===== config.mk =====
export PLATFORM = sky130hd
export DESIGN_NAME = enemy_hit_ctrl
export DESIGN_NICKNAME = d
export VERILOG_FILES = /design/src/rtl/enemy_hit_ctrl.sv
export SDC_FILE = /design/constraint.sdc
export NUM_CORES = 1
export LEC_CHECK = 0
export CORE_ASPECT_RATIO = 2
export CORE_MARGIN = 2
export CORE_UTILIZATION = 55
export CTS_BUF_LIST = sky130_fd_sc_hd__clkbuf_4
export DETAILED_ROUTE_END_ITERATION = 8
export DONT_BUFFER_PORTS = 1
export PLACE_DENSITY = 0.68
export SLEW_MARGIN = 20
export SYNTH_ARGS = -nofsm -noshare
export SYNTH_HDL_FRONTEND = slang
export SYNTH_SLANG_ARGS = --single-unit

===== constraint.sdc =====
create_clock -name clk_10Hz -period 2.6 [get_ports clk_10Hz]
set_clock_uncertainty 0.1 [all_clocks]
set_input_delay 0.39 -clock clk_10Hz [delete_from_list [all_inputs] [get_ports clk_10Hz]]
set_output_delay 0.39 -clock clk_10Hz [all_outputs]
set_load 0.02 [all_outputs]

===== src/rtl/enemy_hit_ctrl.sv =====
// ---------------------------------------------------------------------------
// enemy_hit_ctrl
//
// Purpose:
//   Contact and life-cycle controller for one enemy. Each 10 Hz game tick it
//   compares the player hitbox with the enemy hitbox and sorts any contact
//   into one of two kinds:
//     - a stomp, where the player lands on the enemy's top: the enemy is
//       squashed and the player bounces;
//     - a side hit, which kills the player.
//   It also steps the enemy through GRACE -> ALIVE -> SQUASH -> GONE and
//   then back to GRACE on respawn.
//
// Ports:
//   clk_10Hz      in   game tick clock
//   RST_N         in   asynchronous active-low reset
//   char_X/Y      in   player left/top edge, screen coords (10 bit)
//   char_falling  in   player vertical velocity is downward
//   enemy_x/y     in   enemy left/top edge, screen coords (10 bit)
//   enemy_en      in   enemy active; contact detection is masked when low
//   enemy_alive   out  state is GRACE or ALIVE
//   enemy_visible out  state is GRACE, ALIVE or SQUASH
//   enemy_squash  out  state is SQUASH (renderer shows the flat sprite)
//   bounce_req    out  one-tick pulse on a stomp
//   player_dead   out  sticky; set by a side hit while ALIVE
//   stomp_count   out  saturating stomp counter
//   state_o       out  GRACE=0, ALIVE=1, SQUASH=2, GONE=3
// ---------------------------------------------------------------------------
module enemy_hit_ctrl #(
  parameter int CHAR_W        = 12,
  parameter int CHAR_H        = 16,
  parameter int ENEMY_W       = 12,
  parameter int ENEMY_H       = 12,
  parameter int STOMP_MARGIN  = 4,
  parameter int GRACE_TICKS   = 10,
  parameter int SQUASH_TICKS  = 5,
  parameter int RESPAWN_TICKS = 30
) (
  input  logic       clk_10Hz,
  input  logic       RST_N,
  input  logic [9:0] char_X,
  input  logic [9:0] char_Y,
  input  logic       char_falling,
  input  logic [9:0] enemy_x,
  input  logic [9:0] enemy_y,
  input  logic       enemy_en,
  output logic       enemy_alive,
  output logic       enemy_visible,
  output logic       enemy_squash,
  output logic       bounce_req,
  output logic       player_dead,
  output logic [7:0] stomp_count,
  output logic [1:0] state_o
);

  localparam logic [1:0] ST_GRACE  = 2'd0;
  localparam logic [1:0] ST_ALIVE  = 2'd1;
  localparam logic [1:0] ST_SQUASH = 2'd2;
  localparam logic [1:0] ST_GONE   = 2'd3;

  // The tick counter is 8 bits and every timeout is compared against TICKS-1,
  // so each tick count must lie in 1..255. RESPAWN_TICKS may also be 0, which
  // means the enemy never comes back.
  if (GRACE_TICKS < 1 || GRACE_TICKS > 255 ||
      SQUASH_TICKS < 1 || SQUASH_TICKS > 255 ||
      RESPAWN_TICKS < 0 || RESPAWN_TICKS > 255) begin : g_bad_ticks
    $error("enemy_hit_ctrl: tick parameters out of range");
  end

  localparam logic [10:0] CW = 11'(CHAR_W);
  localparam logic [10:0] CH = 11'(CHAR_H);
  localparam logic [10:0] EW = 11'(ENEMY_W);
  localparam logic [10:0] EH = 11'(ENEMY_H);
  localparam logic [10:0] SM = 11'(STOMP_MARGIN);

  localparam logic [7:0] GRACE_LAST   = 8'(GRACE_TICKS - 1);
  localparam logic [7:0] SQUASH_LAST  = 8'(SQUASH_TICKS - 1);
  localparam logic [7:0] RESPAWN_LAST = 8'(RESPAWN_TICKS - 1);

  logic [1:0] state;
  logic [7:0] cnt;

  // Zero-extend to 11 bits so that position+size cannot wrap. An enemy that
  // has wrapped to the right edge therefore never appears to touch a player
  // at the left edge.
  logic [10:0] cx, cy, ex, ey;
  assign cx = {1'b0, char_X};
  assign cy = {1'b0, char_Y};
  assign ex = {1'b0, enemy_x};
  assign ey = {1'b0, enemy_y};

  logic overlap, stomp_geo, contact_en, stomp_hit, side_hit;

  // Strict '>' on both sides: boxes that only touch along an edge do not overlap.
  assign overlap = (cx + CW > ex) && (ex + EW > cx) &&
                   (cy + CH > ey) && (ey + EH > cy);

  // A stomp requires the player's feet to be no deeper than STOMP_MARGIN
  // below the enemy's top while the player is moving down.
  assign stomp_geo  = overlap && char_falling && (cy + CH <= ey + SM);

  assign contact_en = enemy_en && !player_dead &&
                      (state == ST_GRACE || state == ST_ALIVE);
  assign stomp_hit  = contact_en && stomp_geo;
  assign side_hit   = contact_en && overlap && !stomp_geo;

  // NOTE: all state below updates with non-blocking assignments, so every
  // branch reads the values from before this edge and the order of the
  // statements does not matter.
  always_ff @(posedge clk_10Hz or negedge RST_N) begin
    if (!RST_N) begin
      state       <= ST_GRACE;
      cnt         <= 8'd0;
      player_dead <= 1'b0;
      bounce_req  <= 1'b0;
      stomp_count <= 8'd0;
    end else begin
      bounce_req <= stomp_hit;
      if (stomp_hit && stomp_count != 8'hFF)
        stomp_count <= stomp_count + 8'd1;

      unique case (state)
        ST_GRACE: begin
          // Side hits are ignored during spawn grace.
          if (stomp_hit) begin
            state <= ST_SQUASH;
            cnt   <= 8'd0;
          end else if (cnt == GRACE_LAST) begin
            state <= ST_ALIVE;
            cnt   <= 8'd0;
          end else begin
            cnt <= cnt + 8'd1;
          end
        end
        ST_ALIVE: begin
          if (stomp_hit) begin
            state <= ST_SQUASH;
            cnt   <= 8'd0;
          end else if (side_hit) begin
            player_dead <= 1'b1;
          end
        end
        ST_SQUASH: begin
          if (cnt == SQUASH_LAST) begin
            state <= ST_GONE;
            cnt   <= 8'd0;
          end else begin
            cnt <= cnt + 8'd1;
          end
        end
        ST_GONE: begin
          if (RESPAWN_TICKS != 0) begin
            if (cnt == RESPAWN_LAST) begin
              state <= ST_GRACE;
              cnt   <= 8'd0;
            end else begin
              cnt <= cnt + 8'd1;
            end
          end
        end
        default: begin
          state <= ST_GRACE;
          cnt   <= 8'd0;
        end
      endcase
    end
  end

  // These outputs decode the state register directly, so they change only on
  // a clock edge or on reset.
  assign state_o       = state;
  assign enemy_alive   = (state == ST_GRACE) || (state == ST_ALIVE);
  assign enemy_visible = (state != ST_GONE);
  assign enemy_squash  = (state == ST_SQUASH);

endmodule


[After elaboration in Yosys (flattened, before gate mapping)]
Index checks and enable logic that the tools add are counted.
Cells by class
  add/subtract/negate cells: 7
  magnitude comparators: 5
  eq/ne operators: 12
  muxes and demuxes: 12
  bitwise gates (word level): 1
  reduce and logical (&&, ||, !) cells: 17
Operators by type and width (count)
  $gt A11 B10 Y1: 4
  $mux W8: 5
  $add A10 B4 Y11 const B: 3
  $pmux W8 S4: 1
  $add A8 B1 Y8 const B: 2
  $add A10 B3 Y11 const B: 1
  $add A10 B5 Y11 const B: 1
  $le A11 B11 Y1: 1
  $logic_and A1 B1 Y1: 11
  $mux W2: 5
  $eq A8 B3 Y1 const B: 1
  $eq A8 B4 Y1 const B: 1
  $eq A8 B5 Y1 const B: 1
  $ne A8 B8 Y1 const B: 1
  $pmux W2 S4: 1
  $ne A2 B2 Y1 const B: 3
  $eq A2 B2 Y1 const B: 2
  $reduce_and A4 Y1: 1
  $ne A3 B2 Y1 const B: 1
  $reduce_and A3 Y1: 1
  $eq A2 B1 Y1 const B: 1
  $logic_not A1 Y1: 2
  $logic_not A2 Y1: 1
  $ne A2 B1 Y1 const B: 1
  2 further kinds: 2
Word-level totals
  flip-flop bits (word level): 20
  input bits: 44
  output and inout bits: 15
  logic and storage cells: 59

[Longest topological paths before layout]
  depth in word-level cells: 10
  mapped depth: 16
  depth with buffers taken out: 15

[Worst setup path after synthesis]
No wires, ideal clock.
  kind: in2reg
  from: input enemy_y[4]
  to: register stomp_count[7]
  setup time: 0.128 ns
  data arrival time: 3.052 ns
  required time: 2.372 ns
  setup slack: -0.679 ns
  cell stages on the path: 15
  buffers on the path: 2
  cells stage by stage: buf_4 -> inv_1 -> nor3_1 -> nand3_1 -> xnor2_1 -> ha_1 -> o21ai_0 -> nor2_1 -> a2111oi_0 -> a31oi_1 -> nor2_4 -> nand2_2 -> buf_6 -> nor4_2 -> mux2_1
Between the ends
  longest elaborated chain between the ends: 7
  elaborated cells on any way between the ends: 11
  those cells by class: add/sub (2); order compare (3); reduce/logical (6)
Ends and longest elaborated chain
  from (decl): line 45  | input logic [9:0] enemy_y,
  $add A10 B4 Y11 or $gt A11 B10 Y1 (tied branches): line 96  | (cy + CH > ey) && (ey + EH > cy);
  $gt A11 B10 Y1 or $logic_and A1 B1 Y1 (tied branches): line 96, 95
  $logic_and A1 B1 Y1: line 96
  $logic_and A1 B1 Y1: line 100  | assign stomp_geo = overlap && char_falling && (cy + CH <= ey + SM);
  $logic_and A1 B1 Y1 *: line 100
  $logic_and A1 B1 Y1 *: line 104  | assign stomp_hit = contact_en && stomp_geo;
  $logic_and A1 B1 Y1 *: line 119  | if (stomp_hit && stomp_count != 8'hFF)
  to (signal assigned): line 120  | stomp_count <= stomp_count + 8'd1;
  to (decl): line 52  | output logic [7:0] stomp_count,
Every way passes the cells marked *; elsewhere a longest branch is shown, timed or not.
A chain may end at the register's enable or synchronous reset.

[Worst setup path in the final report]
  from: input enemy_x[2]
  to: register stomp_count[5]
Between the ends
  longest elaborated chain between the ends: 9
  elaborated cells on any way between the ends: 10
  those cells by class: add/sub (1); order compare (2); reduce/logical (7)
Ends and longest elaborated chain
  from (decl): line 44  | input logic [9:0] enemy_x,
  $add A10 B4 Y11: line 95  | assign overlap = (cx + CW > ex) && (ex + EW > cx) &&
  $gt A11 B10 Y1: line 95
  $logic_and A1 B1 Y1 * (2 in a row): line 95
  $logic_and A1 B1 Y1 *: line 96
  $logic_and A1 B1 Y1 * (2 in a row): line 100
  $logic_and A1 B1 Y1 *: line 104
  $logic_and A1 B1 Y1 *: line 119
Marked as above.

==> results.cfg <==
[status]
outcome = finished, violations left
violations = setup timing

[critical_path]
cp_common_cell = ha_1
worst-setup-path-type = in -> reg
slowest_delay_ns = 0.53
crit_arrival_ns = 2.98
worst_setup_path_end_kind = flop
crit_chain = inv_1, ha_1, nor3_1, xnor2_1, ha_1, nand4_1, a21oi_1, o21bai_1, a22o_2, nor2_4, nand2_4, or4_4, xnor2_2
worstPathMaxFanout = 4
critPathRequiredTime_ns = 2.68
crit_path_start_kind = input pin
slowest_stage = or4_4

[synth]
synthXorXnorAreaFrac_pct = 9.92
seq_area_frac_synth_pct = 16.7
synth-simple-area-share_pct = 20.7
yosysTopAreaCell = ha_1
yosysWarnings = 0
ys_seq_elements = 20
syn_area_sq_um = 2990
async_reset_ff_share_pct = 100
netlist_top_cells_area = ha_1, dfrtp_1, xnor2_1, inv_1, a21oi_1
muxShareOfSynthArea_pct = 1.09
synthFlopType = dfrtp_1
synth_top_area_share_pct = 25.5
synth_edf_count = 0
synth_cell_types = 64
synth-adder-area-share_pct = 25.5
syn_avg_cell_area_sq_um = 8.54
syn_nets = 455
synth_compound_area_share_pct = 17.7
synth_top_family_by_area = adder cells
netlist_instances = 350

[floorplanning]
die-area_sq_um = 6080
die_w_microns = 56.1
initial_core_util_pct = 56.2
die_h_microns = 108
fp-row-count = 38
io_pins = 59
core-area_sq_um = 5330

[clocking]
cts_sinks = 20
cts_made_buffers = 3
clock_latency_ns = 0.29
cts_tree = built
clk_path_buf_depth = 2
cts-root-buf = clkbuf_4
cts.clk_slew.worst_paths_ns = 0.10
h-tree-depth = 1

[global_route]
grt_pass1_vias = 2870
grt_antenna_before_repair = 0
grt_pass1_wl_microns = 12600
track_usage_pct = 25.0
grt_max_degree = 21
overflow = 0

[routing]
drtAntennaViolNets = 0
wl_met3_microns = 319
drt_iter0_markers = 116
drc_errors = 0
top_layer = met4
wl_per_cell_microns = 16.0
met1Wirelength_microns = 3360
routed_wl_microns = 7610
via_per_inst = 5.93
wl_met2_microns = 3840
first_pass_iters = 6
num_vias = 2824

[timing]
relSlewSlack_pct = 36.8
period_minus_slack_ns = 2.90
rsz0062_at_grt = yes
setup_viol = 18
fmax_ghz = 0.345
finalHoldViolCount = 0
drv_slew = 0
worstMarginPinSlew_ns = 0.940
fin_crit_sh_pct = 111
postLayoutSetupSlackWorst_ns = -0.299

[placed_design]
gp_congestion = 0.866
pre_cts_slack_ns = -0.612
portBuffers = 0
dpl.hpwl_microns = 6240

[finish]
drive_above_1_share_pct = 28.1
final_nets = 522
multiInputGateArea_sq_um = 2430
syn_to_final_growth_pct = 25.6
final_cell_mix = buf_4, ha_1, inv_1
utilization_pct = 70.6
diodes = 0
seq_area_sq_um = 500
fillCellCount = 426
layout_commonest_cell = buf_4

[power_and_ir_drop]
ir_drop_mv = 0.592
power_frac_comb_pct = 64.7
p_leak_nw = 1.88
switchingPower_uw = 714
seqPwrFrac_pct = 26.3
pwr-share-clk_pct = 9.0
p_int_uw = 881
p_sw_share_pct = 44.8
pwr_density_cell_nw_per_um2 = 425

[hold_path]
hp-class = reg -> reg

[run]
cap_violations = 0
## power by group through the flow
stage / Clock [mW] / Sequential, mW / Combinational, mW
floorplan: 0 / 0.433 / 0.634
global placement: 0 / 0.420 / 0.895
detailed placement: 0 / 0.423 / 0.921
CTS: 0.153 / 0.416 / 0.961
global route: 0.166 / 0.427 / 1.15
finish: 0.144 / 0.419 / 1.03
## worst max-delay path, delay by kind of cell
kind	cells	cell delay [ns]
xor+xnor	2	0.25
simple gates	5	1.19
fa+ha+maj	2	0.55
compound gates	3	0.57
buf+inv	1	0.03
## flip-flops by register name, indices dropped and copies added, names as in the netlist
| register | flops |
|---|---|
| state_o | 2 |
| cnt | 8 |
| stomp_count | 8 |
| player_dead | 1 |
| bounce_req | 1 |
## what timing repair did
item | 4_1_cts | 5_1_grt
pin swaps | 2 | 9
endpoints found under the hold margin | 20 | 0
cloned | 0 | 1
buffers inserted | 2 | 2
setup endpoints to repair | 18 | 20
resized for setup | 7 | 26
hold buffers | 1 | 0
## per-layer routing
layer / vias up / GRT usage, %
li1: 1388 / -
met1: 1349 / 32.8
met2: 77 / 43.3
met3: 10 / 3.95
met4: 0 / 4.42
met5: - / 0
## cells by family (layout without fill, tap and decap cells)
kind of cell               Yosys count  after routing
muxes                                3              3
buffers and inverters               60            125
adders and majority gates           61             61
DFF                                 20             20
AOI/OAI and AO/OA                   78             79
and+or+nand+nor                     95             95
xor gates and xnor gates            33             33
## stage by stage
step / setup TNS (ns) / instances / total power, mW / hold WS (ns) / cell area [sq um]
after floorplan: -4.27 / 350 / 1.07 / -0.00559 / 3030
after global placement: -8.62 / 466 / 1.32 / -0.00512 / 3520
after detailed placement: -9.66 / 466 / 1.34 / -0.00519 / 3520
after CTS: -2.47 / 473 / 1.53 / 0.479 / 3620
after global routing: -5.06 / 476 / 1.74 / 0.516 / 3760
final: -3.00 / 476 / 1.60 / 0.495 / 3760
## final cells by class
cell class              count  share of cell area [%]
clock buffers               3                   0.599
repair buffers             65                    13.3
flip-flops and latches     20                    13.3
inverters                  56                    6.13
well taps                  60                    2.00
clock inverters             1                  0.0999
multi-input cells         271                    64.6
## Yosys cell counts, types with 4 or more instances
cell type	count
or3_1	7
dfrtp_1	20
xnor2_1	28
a21o_1	8
a21oi_1	20
nand2_1	14
ha_1	61
nor2_1	7
a211oi_1	8
o21ai_0	14
nand4_1	6
xor2_1	4
nand3_1	17
nor3_1	9
inv_1	55
## worst paths after layout
check / slack [ns] / cells past startpoint / end / start
max in group asynchronous: 1.26 / 1 / cnt[7] / RST_N
setup reg to reg: 0.21 / 9 / stomp_count[5] / state_o[0]
setup / recovery: -0.30 / 13 / stomp_count[5] / enemy_x[2]
hold reg to reg: 0.49 / 2 / cnt[7] / cnt[7]
hold / removal: 0.49 / 2 / cnt[7] / cnt[7]
min in group asynchronous: 0.57 / 1 / state_o[0] / RST_N
Power figures use the tool's default switching activity.
